`src/rtl/nonce_sched_pkg.sv`:
```
// nonce_sched_pkg: shared widths, FSM state encoding and target hit compare
package nonce_sched_pkg;
  localparam int NONCE_W = 32;
  localparam int HASH_W  = 24;
  localparam int TGT_W   = 8;
  typedef enum logic [2:0] {IDLE, ISSUE, WAIT, CHECK, DONE} state_e;
  function automatic logic is_hit(input logic [HASH_W-1:0] hash, input logic [TGT_W-1:0] tgt);
    return hash[HASH_W-1 -: TGT_W] < tgt;
  endfunction
endpackage

```
`src/rtl/nonce_sched_target_cmp.sv`:
```
// target_cmp: combinational check of a hash's top bits against the target
module target_cmp
  import nonce_sched_pkg::*;
(
  input  logic [HASH_W-1:0] hash_i,
  input  logic [TGT_W-1:0]  target_i,
  output logic              hit_o
);
  assign hit_o = is_hit(hash_i, target_i);
endmodule

```
`src/rtl/nonce_sched.sv`:
```
// nonce_sched: walks nonces through the hash core until a target hit or the budget runs out
module nonce_sched
  import nonce_sched_pkg::*;
(
  input  logic               clk,
  input  logic               reset,
  input  logic               start,
  input  logic               abort,
  input  logic [1:0]         num_entradas,
  input  logic [TGT_W-1:0]   target,
  input  logic [NONCE_W-1:0] nonce_base,
  input  logic [NONCE_W-1:0] max_iter,
  output logic               core_start,
  output logic [NONCE_W-1:0] core_nonce,
  output logic [1:0]         core_blocks,
  input  logic               core_done,
  input  logic [HASH_W-1:0]  core_hash,
  output logic               busy,
  output logic               fin,
  output logic               found,
  output logic [NONCE_W-1:0] nonce_valido_out,
  output logic [HASH_W-1:0]  bounty_out,
  output logic [NONCE_W-1:0] iter_count
);
  state_e             state_q, state_d;
  logic [NONCE_W-1:0] nonce_q, max_q, iter_q, nvo_q;
  logic [TGT_W-1:0]   tgt_q;
  logic [HASH_W-1:0]  bounty_q;
  logic [1:0]         blocks_q;
  logic               found_q, hit;

  target_cmp u_cmp (.hash_i(bounty_q), .target_i(tgt_q), .hit_o(hit));

  // state register
  always_ff @(posedge clk or posedge reset)
    if (reset) state_q <= IDLE;
    else state_q <= state_d;

  // next state; abort from any busy state wins over every other decision
  always_comb begin
    state_d = state_q;
    case (state_q)
      IDLE:    state_d = start ? ((max_iter != '0) ? ISSUE : DONE) : IDLE;
      ISSUE:   state_d = abort ? IDLE : WAIT;
      WAIT:    state_d = abort ? IDLE : (core_done ? CHECK : WAIT);
      CHECK:   state_d = abort ? IDLE : ((hit || iter_q == max_q) ? DONE : ISSUE);
      DONE:    state_d = IDLE;
      default: state_d = IDLE;
    endcase
  end

  // latched job parameters, nonce walk and held results
  always_ff @(posedge clk or posedge reset)
    if (reset) begin
      nonce_q  <= '0;
      max_q    <= '0;
      iter_q   <= '0;
      nvo_q    <= '0;
      tgt_q    <= '0;
      bounty_q <= '0;
      blocks_q <= '0;
      found_q  <= 1'b0;
    end else begin
      case (state_q)
        IDLE: if (start) begin
          nonce_q  <= nonce_base;
          max_q    <= max_iter;
          tgt_q    <= target;
          blocks_q <= num_entradas;
          iter_q   <= '0;
          found_q  <= 1'b0;
        end
        WAIT: if (core_done && !abort) begin
          bounty_q <= core_hash;
          nvo_q    <= nonce_q;
          iter_q   <= iter_q + 1'b1;
        end
        CHECK: if (!abort) begin
          if (hit) found_q <= 1'b1;
          else if (iter_q != max_q) nonce_q <= nonce_q + 1'b1;
        end
        default: ;
      endcase
    end

  // state-decoded strobes and result wiring
  always_comb begin
    core_start       = state_q == ISSUE;
    busy             = state_q == ISSUE || state_q == WAIT || state_q == CHECK;
    fin              = state_q == DONE;
    core_nonce       = nonce_q;
    core_blocks      = blocks_q;
    found            = found_q;
    nonce_valido_out = nvo_q;
    bounty_out       = bounty_q;
    iter_count       = iter_q;
  end
endmodule

```
`config.mk`:
```
export PLATFORM = sky130hd
export DESIGN_NAME = nonce_sched
export DESIGN_NICKNAME = d
export VERILOG_FILES = /design/src/rtl/nonce_sched_pkg.sv /design/src/rtl/nonce_sched_target_cmp.sv /design/src/rtl/nonce_sched.sv
export SDC_FILE = /design/constraint.sdc
export NUM_CORES = 1
export LEC_CHECK = 0
export BUFFER_PORTS_ARGS = -buffer_cell sky130_fd_sc_hd__buf_2
export CORE_MARGIN = 1
export CORE_UTILIZATION = 57
export DETAILED_ROUTE_END_ITERATION = 12
export GPL_TIMING_DRIVEN = 1
export HOLD_SLACK_MARGIN = 0.03
export PLACE_DENSITY = 0.95
export REMOVE_ABC_BUFFERS = 1
export SLEW_MARGIN = 20
export SYNTH_ARGS = -nofsm -noshare
export SYNTH_HDL_FRONTEND = slang
export SYNTH_SLANG_ARGS = --single-unit
```
`constraint.sdc`:
```
create_clock -name clk -period 13.3 [get_ports clk]
set_input_delay 1.33 -clock clk [delete_from_list [all_inputs] [get_ports clk]]
set_output_delay 1.33 -clock clk [all_outputs]
set_load 0.05 [all_outputs]
```
---- Word level (Yosys, flattened, before mapping) ----
Index checks and enable logic that the tools add are counted.
word-level totals
  word-level logic and storage cells ...... 58
  input port bits ......................... 103
  output and inout bits ................... 126
  register bits after elaboration ......... 166
cells by class
  mux-type cells .......................... 20
  reductions and logical operators ........ 14
  $add $sub $neg .......................... 2
  eq/ne operators ......................... 12
  $lt $le $gt $ge ......................... 1
operators by type and width
  kind                                                 count
  two-way mux 32 bit                                   6
  case mux 32 bit (2 select lines)                     2
  adder 32 x 1 -> 32 bit, second input constant        2
  equality test 32 bit                                 1
  inequality test 32 bit                               1
  nonzero test 32 bit                                  1
  two-way mux 3 bit                                    4
  inequality test 2 bit, second input constant         6
  case mux 3 bit (4 select lines)                      1
  less-than comparator 8 bit                           1
  equality test 3 x 2 -> 1 bit, second input constant  2
  AND reduction 5 bit                                  1
  two-way mux 1 bit                                    4
  two-way mux 2 bit                                    2
  AND reduction 2 bit                                  2
  AND reduction 4 bit                                  1
  nonzero test 2 bit                                   2
  equality test 3 x 1 -> 1 bit, second input constant  1
  equality test 3 bit, second input constant           1
  zero test 3 bit                                      1
  logical OR 1 bit                                     3
  AND reduction 3 bit                                  1
  case mux 1 bit (2 select lines)                      1
  logical AND 1 bit                                    1
  zero test 1 bit                                      1

---- Depth between registers and ports, before layout ----
Gate-level depths: netlist of the first run.
  word-level depth ........................ 5
  depth in mapped cells ................... 10
  gate-level depth less buffers ........... 8

---- Modules after synthesis ----
A second synthesis of the first run with hierarchy kept.
unflattened totals
  cell total of the unflattened synthesis .. 962
  area, all modules ....................... 8360.5 um^2
by module, submodules not included
  module       cells an instance  area each (um^2)  instances  sequential area each (um^2)
  nonce_sched  937                8184.1            1          4154.0
  target_cmp   25                 176.4             1          0.0

---- Worst setup path before layout of the first run ----
OpenSTA, ideal clock, no wires.
  path kind ............................... flip-flop to output port
  from .................................... register state_q[2]
  to ...................................... output core_start
  required time ........................... 11.970 ns
  slack ................................... 10.280 ns
  arrival time ............................ 1.690 ns
  cell stages (with the launch flop) ...... 3
  buffers on the path ..................... 1
  cell sequence ........................... dfrtp_1 -> buf_2 -> nor3b_1
between the ends
  cells in the longest elaborated chain, start to end .. 1
RTL lines
  item                          RTL line           RTL
  start, declared               nonce_sched.sv:25  state_e state_q, state_d;
  start signal, assigned        nonce_sched.sv:37  else state_q <= state_d;
  equality test 3 x 1 -> 1 bit  nonce_sched.sv:88  core_start = state_q == ISSUE;
  end, declared                 nonce_sched.sv:13  output logic core_start,
No other way between the ends.

---- Worst setup path after layout of the first run ----
  from .................................... register iter_q[8], in the netlist iter_count[8]
  to ...................................... register nonce_q[1], in the netlist core_nonce[1]
between the ends
  cells in the longest elaborated chain, start to end .. 3
RTL lines
  item                                    RTL line           RTL
  start, declared                         nonce_sched.sv:26  logic [NONCE_W-1:0] nonce_q, max_q, iter_q, nvo_q;
  start signal, assigned                  nonce_sched.sv:76  iter_q <= iter_q + 1'b1;
  inequality test 32 bit                  nonce_sched.sv:80  else if (iter_q != max_q) nonce_q <= nonce_q + 1'b1;
  inequality test 2 bit (no source line)  n/a
  AND reduction 5 bit (no source line)    n/a
  end signal, assigned                    nonce_sched.sv:66  nonce_q <= nonce_base;
  end signal, assigned                    nonce_sched.sv:80
  end, declared                           nonce_sched.sv:26
No other way between the ends.
A chain may end at the register's enable or synchronous reset.

==> results of run 1 <==
## final timing paths
kind / endpoint / depth (start not counted) / slack, ps
max: core_nonce[1] / 7 / 9920
min: bounty_out[8] / 2 / 470
max reg2reg: core_nonce[1] / 7 / 9920
min reg2reg: bounty_out[8] / 2 / 470
max in group asynchronous: core_nonce[28] / 3 / 10980
min in group asynchronous: bounty_out[5] / 2 / 1010
## sequential cells by signal, summed over array words and instances, names as in the netlist
register	flops
iter_count	32
bounty_out	24
nonce_valido_out	32
core_blocks	2
found	1
max_q	32
core_nonce	32
state_q	3
tgt_q	8
## synth_stat cells (12+ instances only)
library cell	count
clkbuf_1	36
nand3_1	15
and3_1	12
xnor2_1	21
o21ai_0	29
a21oi_1	37
inv_1	25
nand4_1	13
dfrtp_1	166
nand2_1	277
nor2_1	72
xor2_1	38
a211oi_1	17
nor3_1	13
o22a_1	14
a31oi_1	16
nor4_1	16
## cell usage in the layout, fill, tap and decap left out, drive strengths merged, types with 16 or more instances in the layout
master | Yosys | routed
inv | 25 | 30
nand3 | 17 | 17
a21oi | 37 | 37
xor2 | 38 | 38
o21ai | 29 | 29
nor4 | 19 | 19
buf | 20 | 236
xnor2 | 21 | 21
a211oi | 17 | 17
nor2 | 74 | 74
clkbuf | 36 | 20
dfrtp | 166 | 166
a31oi | 16 | 16
nand2 | 277 | 277
## logic make-up after synthesis
| group | count (synthesis) | synth area share, % |
|---|---|---|
| multiplexers | 1 | 0.121 |
| buffers and inverters | 81 | 4.38 |
| flip-flops | 166 | 50.3 |
| XOR/XNOR | 59 | 6.26 |
| AO/OA/AOI/OAI | 150 | 12.4 |
| AND/OR/NAND/NOR | 458 | 25.2 |
| adder cells (fa/ha/maj) | 9 | 1.36 |
## per-stage QoR
step           utilization, %  cell area, µm²  hold slack, ps  total power (W)
2_1_floorplan               -            7990             447          0.00177
6_report                 71.9           10100             471          0.00262
3_3_place_gp             67.5            9440             453          0.00206
4_1_cts                  71.8           10000             473          0.00261
3_5_place_dp             67.5            9440             456          0.00210
5_1_grt                  71.9           10100             489          0.00275
## cell type report
class / count / area, µm²
flip-flops and latches: 166 / 4150
fillers: 1005 / 3930
multi-input cells: 677 / 3760
repair buffers: 236 / 1200
clock buffers: 20 / 467
well taps: 180 / 225
clock inverters: 12 / 140
inverters: 25 / 98.8
diodes: 1 / 2.50
## worst reg2reg max path: stages (launching register included)
cell	delay [ps]
dfrtp_1	460
xor2_1	210
nor4_1	570
nand4_1	250
o211ai_2	210
buf_4	370
and2_1	940
o21ai_0	220
## per-layer routing
metal  GRT usage, %  up-vias
li1               -     3528
met1           40.0     3627
met2           50.5      405
met3           8.88       53
met4           12.4        0
met5              0        -
## power by group through the flow
stage          clock network (W)  registers, W  logic, W
3_3_place_gp                   0      0.000872   0.00119
5_1_grt                 0.000533      0.000908   0.00131
3_5_place_dp                   0      0.000880   0.00122
2_1_floorplan                  0       0.00132  0.000448
6_report                0.000510      0.000882   0.00122
4_1_cts                 0.000511      0.000877   0.00123
==> flow_metrics.env, run 1 <==
export IMPL_status="completed"
export IMPL_wire_per_inst_um=17.4
export IMPL_synthArstFlopShare_pct=100
export IMPL_syn_area_per_cell_um2=8.94
export IMPL_antenna_found_initial=1
export IMPL_path_class="flip-flop to flip-flop"
export IMPL_cts_setup_buffers=0
export IMPL_period_needed_ps=3380
export IMPL_met3WireLength_um=2120
export IMPL_p_int_w=0.00131
export IMPL_synth_edf_count=0
export IMPL_drt_iter0_markers=725
export IMPL_highest_layer="met4"
export IMPL_drt_pass1_iter_count=5
export IMPL_grtUsageTotal_pct=31.4
export IMPL_fin_worst_skew_ps=7.35
export IMPL_cp_start_kind="flip-flop"
export IMPL_synthFlopType="dfrtp_1"
export IMPL_clockPowerShare_pct=19.5
export IMPL_yosys_register_bits=166
export IMPL_die_h_um=122
export IMPL_holdBufCountCts=0
export IMPL_grt_pass1_wl_um=36200
export IMPL_fin_nets=1235
export IMPL_route_vias_total=7613
export IMPL_peakVddDrop_v=0.000213
export IMPL_holdCritStartpoint="bounty_out[8]"
export IMPL_cts_clk_slew_worst_paths_ps=70
export IMPL_crit_path_end_kind="flip-flop"
export IMPL_cts_htree_levels=4
export IMPL_cts_sinks=166
export IMPL_core_mm2=0.0140
export IMPL_p_sw_w=0.00130
export IMPL_synth_top_cell_area_share_pct=50.3
export IMPL_crit_start="iter_count[8]"
export IMPL_synth_top_cell_by_area="dfrtp_1"
export IMPL_hpwl_um=15300
export IMPL_yosys_top_cells_area="dfrtp_1 50%, nand2_1 13%, xor2_1 4.0%"
export IMPL_port_buffers=228
export IMPL_setup_tns_final_ps=0
export IMPL_wl_met1_um=9020
export IMPL_vias_per_cell=5.78
export IMPL_ios=229
export IMPL_area_growth_pct=21.7
export IMPL_p_per_area_mw_per_mm2=260
export IMPL_place_ws_ps=9910
export IMPL_worstHoldPathType="flip-flop to flip-flop"
export IMPL_crit_required_ps=13560
export IMPL_slowest_delay_ps=940
export IMPL_max_clock_path_buffers=2
export IMPL_drive_gt1_share_pct=25.9
export IMPL_cts_tree="built"
export IMPL_cp_cell_sequence="xor2_1, nor4_1, nand4_1, o211ai_2, buf_4, and2_1, o21ai_0"
export IMPL_postRouteWirelength_um=22900
export IMPL_gp_congestion=0.865
export IMPL_fmax_mhz=295
export IMPL_timing_final_crit_share_pct=25.4
export IMPL_detail_route_antenna_nets=0
export IMPL_wl_met2_um=11100
export IMPL_first_global_vias=7299
export IMPL_grt_overflow=0
export IMPL_crit_family="simple AND/OR/NAND/NOR gates"
export IMPL_die_width_um=122
export IMPL_cpMaxStageDelayCell="and2_1"
export IMPL_dieArea_mm2=0.0150
export IMPL_synth_cells=924
export IMPL_dp_cells=1284
export IMPL_hold_violations=0
export IMPL_netSwitchingFraction_pct=49.8
export IMPL_setup_ws_ps=9920
export IMPL_crit_path_max_fanout=35
export IMPL_max_slew_margin_rel_pct=25.3
export IMPL_std_cell_rows=43
export IMPL_ys_seq_area_share_pct=50.3
export IMPL_pwr_share_seq_pct=33.7
export IMPL_pwr_share_comb_pct=46.8
export IMPL_cap_violations=0
export IMPL_maxSlewViolCount=0
export IMPL_grt_max_degree=85
export IMPL_rsz0062_at_grt="no"
export IMPL_r2r_start="iter_count[8]"
export IMPL_ys_types=57
export IMPL_synthesis_area_mm2=0.00826
export IMPL_p_leak_nw=5.24
export IMPL_tightest_slew_ps=1120
export IMPL_start_util_pct=59.1
export IMPL_insertion_delay_ps=430
export IMPL_root_buffer="clkbuf_16"
export IMPL_cts_resized=0
export IMPL_cts_inserted_buffers=17
export IMPL_ys_warn_count=0
export IMPL_arrival_ps=3650
export IMPL_crit_buf_inv=1
export IMPL_fin_cells=1317
export IMPL_drc_errors=0
export IMPL_setup_viol=0
No activity file was read; power rests on OpenSTA's default activity.
==> run 2, diff against run 1 <==
ABC_AREA = 1   (was default)
CORE_UTILIZATION = 54   (was 57)
PLACE_DENSITY = 0.9   (was 0.95)
clock period = 3.27 ns   (was 13.3 ns; I/O delays follow)
==> run 2 against run 1 <==
Compared with the run above: the run now ends with hold timing left; critical endpoint is now core_nonce[26]; synthesized area grew 12%; count of clock-buffer cells in the layout down 3; fmax is 33% higher; global-route usage grew 0.10 points; largest power group unchanged; synthesized cell count grew 42%; clock skew increased by 2.4 ps; final cell count rose by 33%; highest routed layer unchanged; combinational power grew to 4.4 times the previous value; register-to-register slack got worse by 9200 ps; sequential power rose to 4.1 times the previous value.
==> flow_metrics.env, run 2 <==
export IMPL_status="finished, violations left"
export IMPL_violations="hold timing"
export IMPL_synthFlopType="dfrtp_1"
export IMPL_mostFrequentLayoutCell="nand2_1"
export IMPL_die_h_um=133
export IMPL_cts_setup_buffers=0
export IMPL_arrival_ps=2850
export IMPL_setup_ws_ps=734
export IMPL_maxSlewViolCount=0
export IMPL_wire_per_inst_um=15.3
export IMPL_p_per_area_mw_per_mm2=986
export IMPL_drt_pass1_iter_count=7
export IMPL_cts_tree="built"
export IMPL_grt_max_degree=88
export IMPL_first_global_vias=9015
export IMPL_synthesis_area_mm2=0.00928
export IMPL_fin_nets=1631
export IMPL_synth_most_common_cell="nand2_1"
export IMPL_port_buffers=228
export IMPL_grt_pass1_wl_um=43900
export IMPL_synth_cells=1308
export IMPL_std_cell_rows=47
export IMPL_hold_violations=1
export IMPL_grt_overflow=0
export IMPL_root_buffer="clkbuf_16"
export IMPL_fillerInstances=1428
export IMPL_synth_top_cell_area_share_pct=44.8
export IMPL_timing_final_crit_share_pct=77.6
export IMPL_antenna_found_initial=2
export IMPL_dieArea_mm2=0.0177
export IMPL_core_mm2=0.0167
export IMPL_die_width_um=133
export IMPL_hpwl_um=19300
export IMPL_ios=229
export IMPL_hold_slack_ps=-1.40
export IMPL_synth_edf_count=0
export IMPL_synth_top_cell_by_area="dfrtp_1"
export IMPL_cpMaxStageDelayCell="inv_2"
export IMPL_cts_resized=0
export IMPL_crit_required_ps=3580
export IMPL_slowest_delay_ps=490
export IMPL_ys_warn_count=0
export IMPL_postRouteWirelength_um=26900
export IMPL_max_slew_margin_rel_pct=47.3
export IMPL_setup_tns_final_ps=0
export IMPL_crit_path_max_fanout=33
export IMPL_ys_seq_area_share_pct=44.8
export IMPL_synth_common_cells="541 x nand2_1, 166 x dfrtp_1, 124 x inv_1, 103 x nor2_1, 91 x o21ai_0"
export IMPL_syn_area_per_cell_um2=7.09
export IMPL_cp_cell_sequence="ha_1, nand2_1, o21a_1, nand3_1, nand2_1, inv_2, nand3_4, nand2_1, nand2_1"
export IMPL_detail_route_antenna_nets=0
export IMPL_peakVddDrop_v=0.000864
export IMPL_insertion_delay_ps=430
export IMPL_worstHoldPathType="primary input to asynchronous set/reset pin"
export IMPL_gp_congestion=0.926
export IMPL_worst_path_most_repeated_cell="nand2_1"
export IMPL_route_vias_total=9545
export IMPL_setup_viol=0
export IMPL_path_class="flip-flop to flip-flop"
export IMPL_area_growth_pct=19.3
export IMPL_holdBufCountCts=0
export IMPL_fin_worst_skew_ps=9.71
export IMPL_tightest_slew_ps=790
export IMPL_crit_path_end_kind="flip-flop"
export IMPL_drt_iter0_markers=824
export IMPL_cts_inserted_buffers=17
export IMPL_drive_gt1_share_pct=19.6
export IMPL_cts_clk_slew_worst_paths_ps=70
export IMPL_period_needed_ps=2540
export IMPL_vias_per_cell=5.45
export IMPL_yosys_top_cells_area="dfrtp_1 45%, nand2_1 22%, inv_1 5.0%"
export IMPL_cp_start_kind="flip-flop"
export IMPL_cap_violations=0
export IMPL_rsz0062_at_grt="no"
export IMPL_start_util_pct=55.5
export IMPL_max_clock_path_buffers=2
export IMPL_synthArstFlopShare_pct=100
export IMPL_grtUsageTotal_pct=31.5
export IMPL_cts_sinks=166
export IMPL_yosys_register_bits=166
export IMPL_ys_types=35
export IMPL_layout_common_cells="541 x nand2_1, 228 x buf_2, 166 x dfrtp_1, 123 x inv_1, 103 x nor2_1"
export IMPL_fmax_mhz=394
export IMPL_cts_htree_levels=4
export IMPL_place_ws_ps=814
export IMPL_drc_errors=0
export IMPL_p_leak_nw=5.89
[run 2: kinds of logic after synthesis]
family	synth area share (%)
xor gates and xnor gates	2.36
and+or+nand+nor	36.6
adders and majority gates	1.21
DFF	44.8
AOI/OAI and AO/OA	6.83
buffers and inverters	8.17
[run 2: final timing paths]
check	end	depth (start not counted)	startpoint	slack [ps]
hold / removal	core_nonce[19]	2	reset	-1
max in group asynchronous	iter_count[10]	3	reset	2320
hold reg to reg	core_blocks[0]	2	core_blocks[0]	480
setup / recovery	core_nonce[26]	9	bounty_out[23]	730
min in group clk	state_q[1]	2	abort	90
setup reg to reg	core_nonce[26]	9	bounty_out[23]	730
[run 2: per-stage QoR]
step           utilization (%)  hold slack (ps)  instance area, µm²  total power, W  instances
2_1_floorplan                -              390                9030         0.00741       1264
3_3_place_gp              62.9              458               10500         0.00877       1720
3_5_place_dp              62.9              460               10500         0.00894       1720
4_1_cts                   66.2             40.4               11100          0.0109       1750
5_1_grt                   66.3             59.1               11100          0.0115       1752
6_report                  66.3            -1.40               11100          0.0109       1752
[run 2: final cells by class]
cell class | instances | area [µm²] | area share, %
Tap cell | 220 | 275 | 2.49
Clock inverter | 13 | 125 | 1.13
Multi-Input combinational cell | 961 | 4360 | 39.4
Clock buffer | 17 | 425 | 3.84
Inverter | 137 | 519 | 4.69
Antenna cell | 2 | 5.00 | 0.0452
Timing Repair Buffer | 236 | 1200 | 10.9
Sequential cell | 166 | 4150 | 37.5
[run 2: where the power goes]
part	internal (W)	switching [W]	total (W)
combinational	0.00131	0.00404	0.00535
clock	0.00105	0.000882	0.00193
sequential	0.00285	0.000779	0.00363
total	0.00521	0.00570	0.0109
[run 2: per-layer routing]
layer	vias to the layer above	GRT usage, %	wire length (µm)
li1	4550	-	-
met1	4429	40.3	10900
met2	497	51.4	12900
met3	69	7.05	2350
met4	0	13.3	813
met5	-	0	0
[run 2: worst max-delay path: cells and delay by family, from the launching register on]
kind	cells	cell delay, ps
buffers and inverters	1	490
adder cells (fa/ha/maj)	1	310
AO/OA/AOI/OAI	1	200
AND/OR/NAND/NOR	6	990
flip-flops	1	410
==> run 3, diff against run 2 <==
ABC_AREA = 0   (was 1)
CORE_UTILIZATION = 53   (was 54)
clock period = 2.5 ns   (was 3.27 ns; I/O delays follow)
==> run 3 against run 2 <==
Compared with the run above: the run now ends clean; count of clock-buffer cells in the layout unchanged; sequential share of layout area up 0.97 points; power up 30%; global-route usage up 0.090 points; final area down 2.5%; critical path depth down 2; sequential power up 29%; largest cell class is now registers.
==> flow_metrics.env, run 3 (synthesized netlist as in run 1, its figures left out) <==
export IMPL_core_mm2=0.0152
export IMPL_met2_usage_pct=53.0
export IMPL_crit_path_end_kind="flip-flop"
export IMPL_cts_setup_buffers=0
export IMPL_fin_worst_skew_ps=11.6
export IMPL_max_clock_path_buffers=2
export IMPL_fin_nets=1310
export IMPL_p_leak_nw=5.60
export IMPL_first_global_vias=7926
export IMPL_cts_sinks=166
export IMPL_regArea_mm2=0.00415
export IMPL_multi_input_area_mm2=0.00377
export IMPL_fin_cells=1402
export IMPL_crit_path_max_fanout=14
export IMPL_die_h_um=127
export IMPL_worstHoldPathType="primary input to flip-flop"
export IMPL_cp_start_kind="flip-flop"
export IMPL_place_ws_ps=105
export IMPL_cts_tree="built"
export IMPL_die_width_um=127
export IMPL_grtUsageTotal_pct=31.6
export IMPL_netSwitchingFraction_pct=50.6
export IMPL_postRouteWirelength_um=24900
export IMPL_pwr_share_seq_pct=33.0
export IMPL_port_buffers=228
export IMPL_std_cell_rows=45
export IMPL_busiest_layer="met2"
export IMPL_insertion_delay_ps=440
export IMPL_holdPathStages=3
export IMPL_fmax_mhz=408
export IMPL_area_growth_pct=30.6
export IMPL_r2r_cells=7
export IMPL_drt_iter0_markers=630
export IMPL_cts_clk_slew_worst_paths_ps=70
export IMPL_vias_per_cell=5.76
export IMPL_maxSlewViolCount=0
export IMPL_max_slew_margin_rel_pct=57.1
export IMPL_drive_gt1_share_pct=27.0
export IMPL_drt_pass1_iter_count=5
export IMPL_clockPowerShare_pct=18.7
export IMPL_crit_required_ps=2840
export IMPL_p_sw_w=0.00718
export IMPL_tightest_slew_ps=638
export IMPL_arrival_ps=2790
export IMPL_dp_cells=1325
export IMPL_met3_usage_pct=8.31
export IMPL_pwr_share_comb_pct=48.3
export IMPL_grt_max_degree=88
export IMPL_hold_violations=0
export IMPL_peakVddDrop_v=0.00106
export IMPL_path_class="flip-flop to flip-flop"
export IMPL_ios=229
export IMPL_p_int_w=0.00701
export IMPL_cap_violations=0
export IMPL_wire_per_inst_um=17.8
export IMPL_detail_route_antenna_nets=0
export IMPL_grt_overflow=0
export IMPL_setup_viol=0
export IMPL_cts_htree_levels=4
export IMPL_layout_common_cells="277 x nand2_1, 228 x buf_2, 166 x dfrtp_1, 72 x nor2_1, 42 x dlygate4sd3_1"
export IMPL_antenna_found_initial=2
export IMPL_status="completed"
export IMPL_start_util_pct=54.3
export IMPL_gp_congestion=0.862
export IMPL_setup_ws_ps=47.9
export IMPL_grt_use_met1_pct=37.5
export IMPL_dieArea_mm2=0.0161
export IMPL_p_per_area_mw_per_mm2=1310
export IMPL_route_vias_total=8075
export IMPL_timing_final_crit_share_pct=98.1
export IMPL_cts_inserted_buffers=17
export IMPL_period_needed_ps=2450
export IMPL_root_buffer="clkbuf_16"
export IMPL_fillerInstances=1098
export IMPL_hpwl_um=16100
export IMPL_mostFrequentLayoutCell="nand2_1"
export IMPL_grt_pass1_wl_um=39700
export IMPL_drc_errors=0
## run 3: cell types whose count changed in the layout (fill, tap and decap cells not counted), sizes merged, moves of 42 or more
cell         before  now
dlygate4sd3       0   42
inv             140   33
nand2           546  277
nand3            80   17
o21ai            94   29
## run 3: power by group through the flow
| stage | Sequential (W) | Combinational (W) | Clock, W |
|---|---|---|---|
| 3_5_place_dp | 0.00465 | 0.00668 | 0 |
| 6_report | 0.00468 | 0.00685 | 0.00265 |
| 5_1_grt | 0.00481 | 0.00733 | 0.00278 |
| 4_1_cts | 0.00463 | 0.00678 | 0.00266 |
| 2_1_floorplan | 0.00701 | 0.00237 | 0 |
| 3_3_place_gp | 0.00460 | 0.00652 | 0 |
## run 3: repair_timing
item / in CTS / in global routing
gates resized for setup: 0 / 2
hold endpoints to repair: 103 / 0
endpoints found under the setup margin: 0 / 31
hold buffers: 42 / 0
## run 3: final cells by class
class | instances | share of cell area [%]
Tap cell | 188 | 2.18
Sequential cell | 166 | 38.5
Multi-Input combinational cell | 677 | 35.0
Timing Repair Buffer | 311 | 17.9
Inverter | 25 | 0.916
Clock buffer | 17 | 3.94
Clock inverter | 15 | 1.51
Antenna cell | 3 | 0.0696
## run 3: worst max-delay path, cell delays in order, from the launching register on
cell      delay (ps)
dfrtp_1          440
xor2_1           210
nor4_2           450
nand4_1          320
o211ai_4         330
buf_4            260
a221oi_1         120
a211oi_1         220
## run 3: routing by layer
layer | wire length (µm) | vias to the layer above
li1 | - | 3693
met1 | 9610 | 3902
met2 | 12500 | 409
met3 | 1980 | 71
met4 | 838 | 0
met5 | 0 | -
## run 3: per-stage QoR
stage,TNS [ps],total power [W],hold slack (ps),instance area (µm²),util (%)
after floorplan,-612490,0.00939,322,7990,-
after global placement,0,0.0111,373,9760,64.2
after detailed placement,0,0.0113,384,9760,64.2
after CTS,0,0.0141,31.3,10800,70.8
after global routing,-26.2,0.0149,34.2,10800,70.9
final,0,0.0142,39.5,10800,71.0
## run 3: path summary, 6_finish.rpt
kind                               start              endpoint  slack [ps]
setup / recovery           iter_count[9]        core_nonce[14]          50
hold reg to reg            bounty_out[2]         bounty_out[2]         470
max in group asynchronous          reset        iter_count[20]        1270
setup reg to reg           iter_count[9]        core_nonce[14]          50
hold / removal                 target[2]              tgt_q[2]          40
min in group asynchronous          reset  nonce_valido_out[27]         460
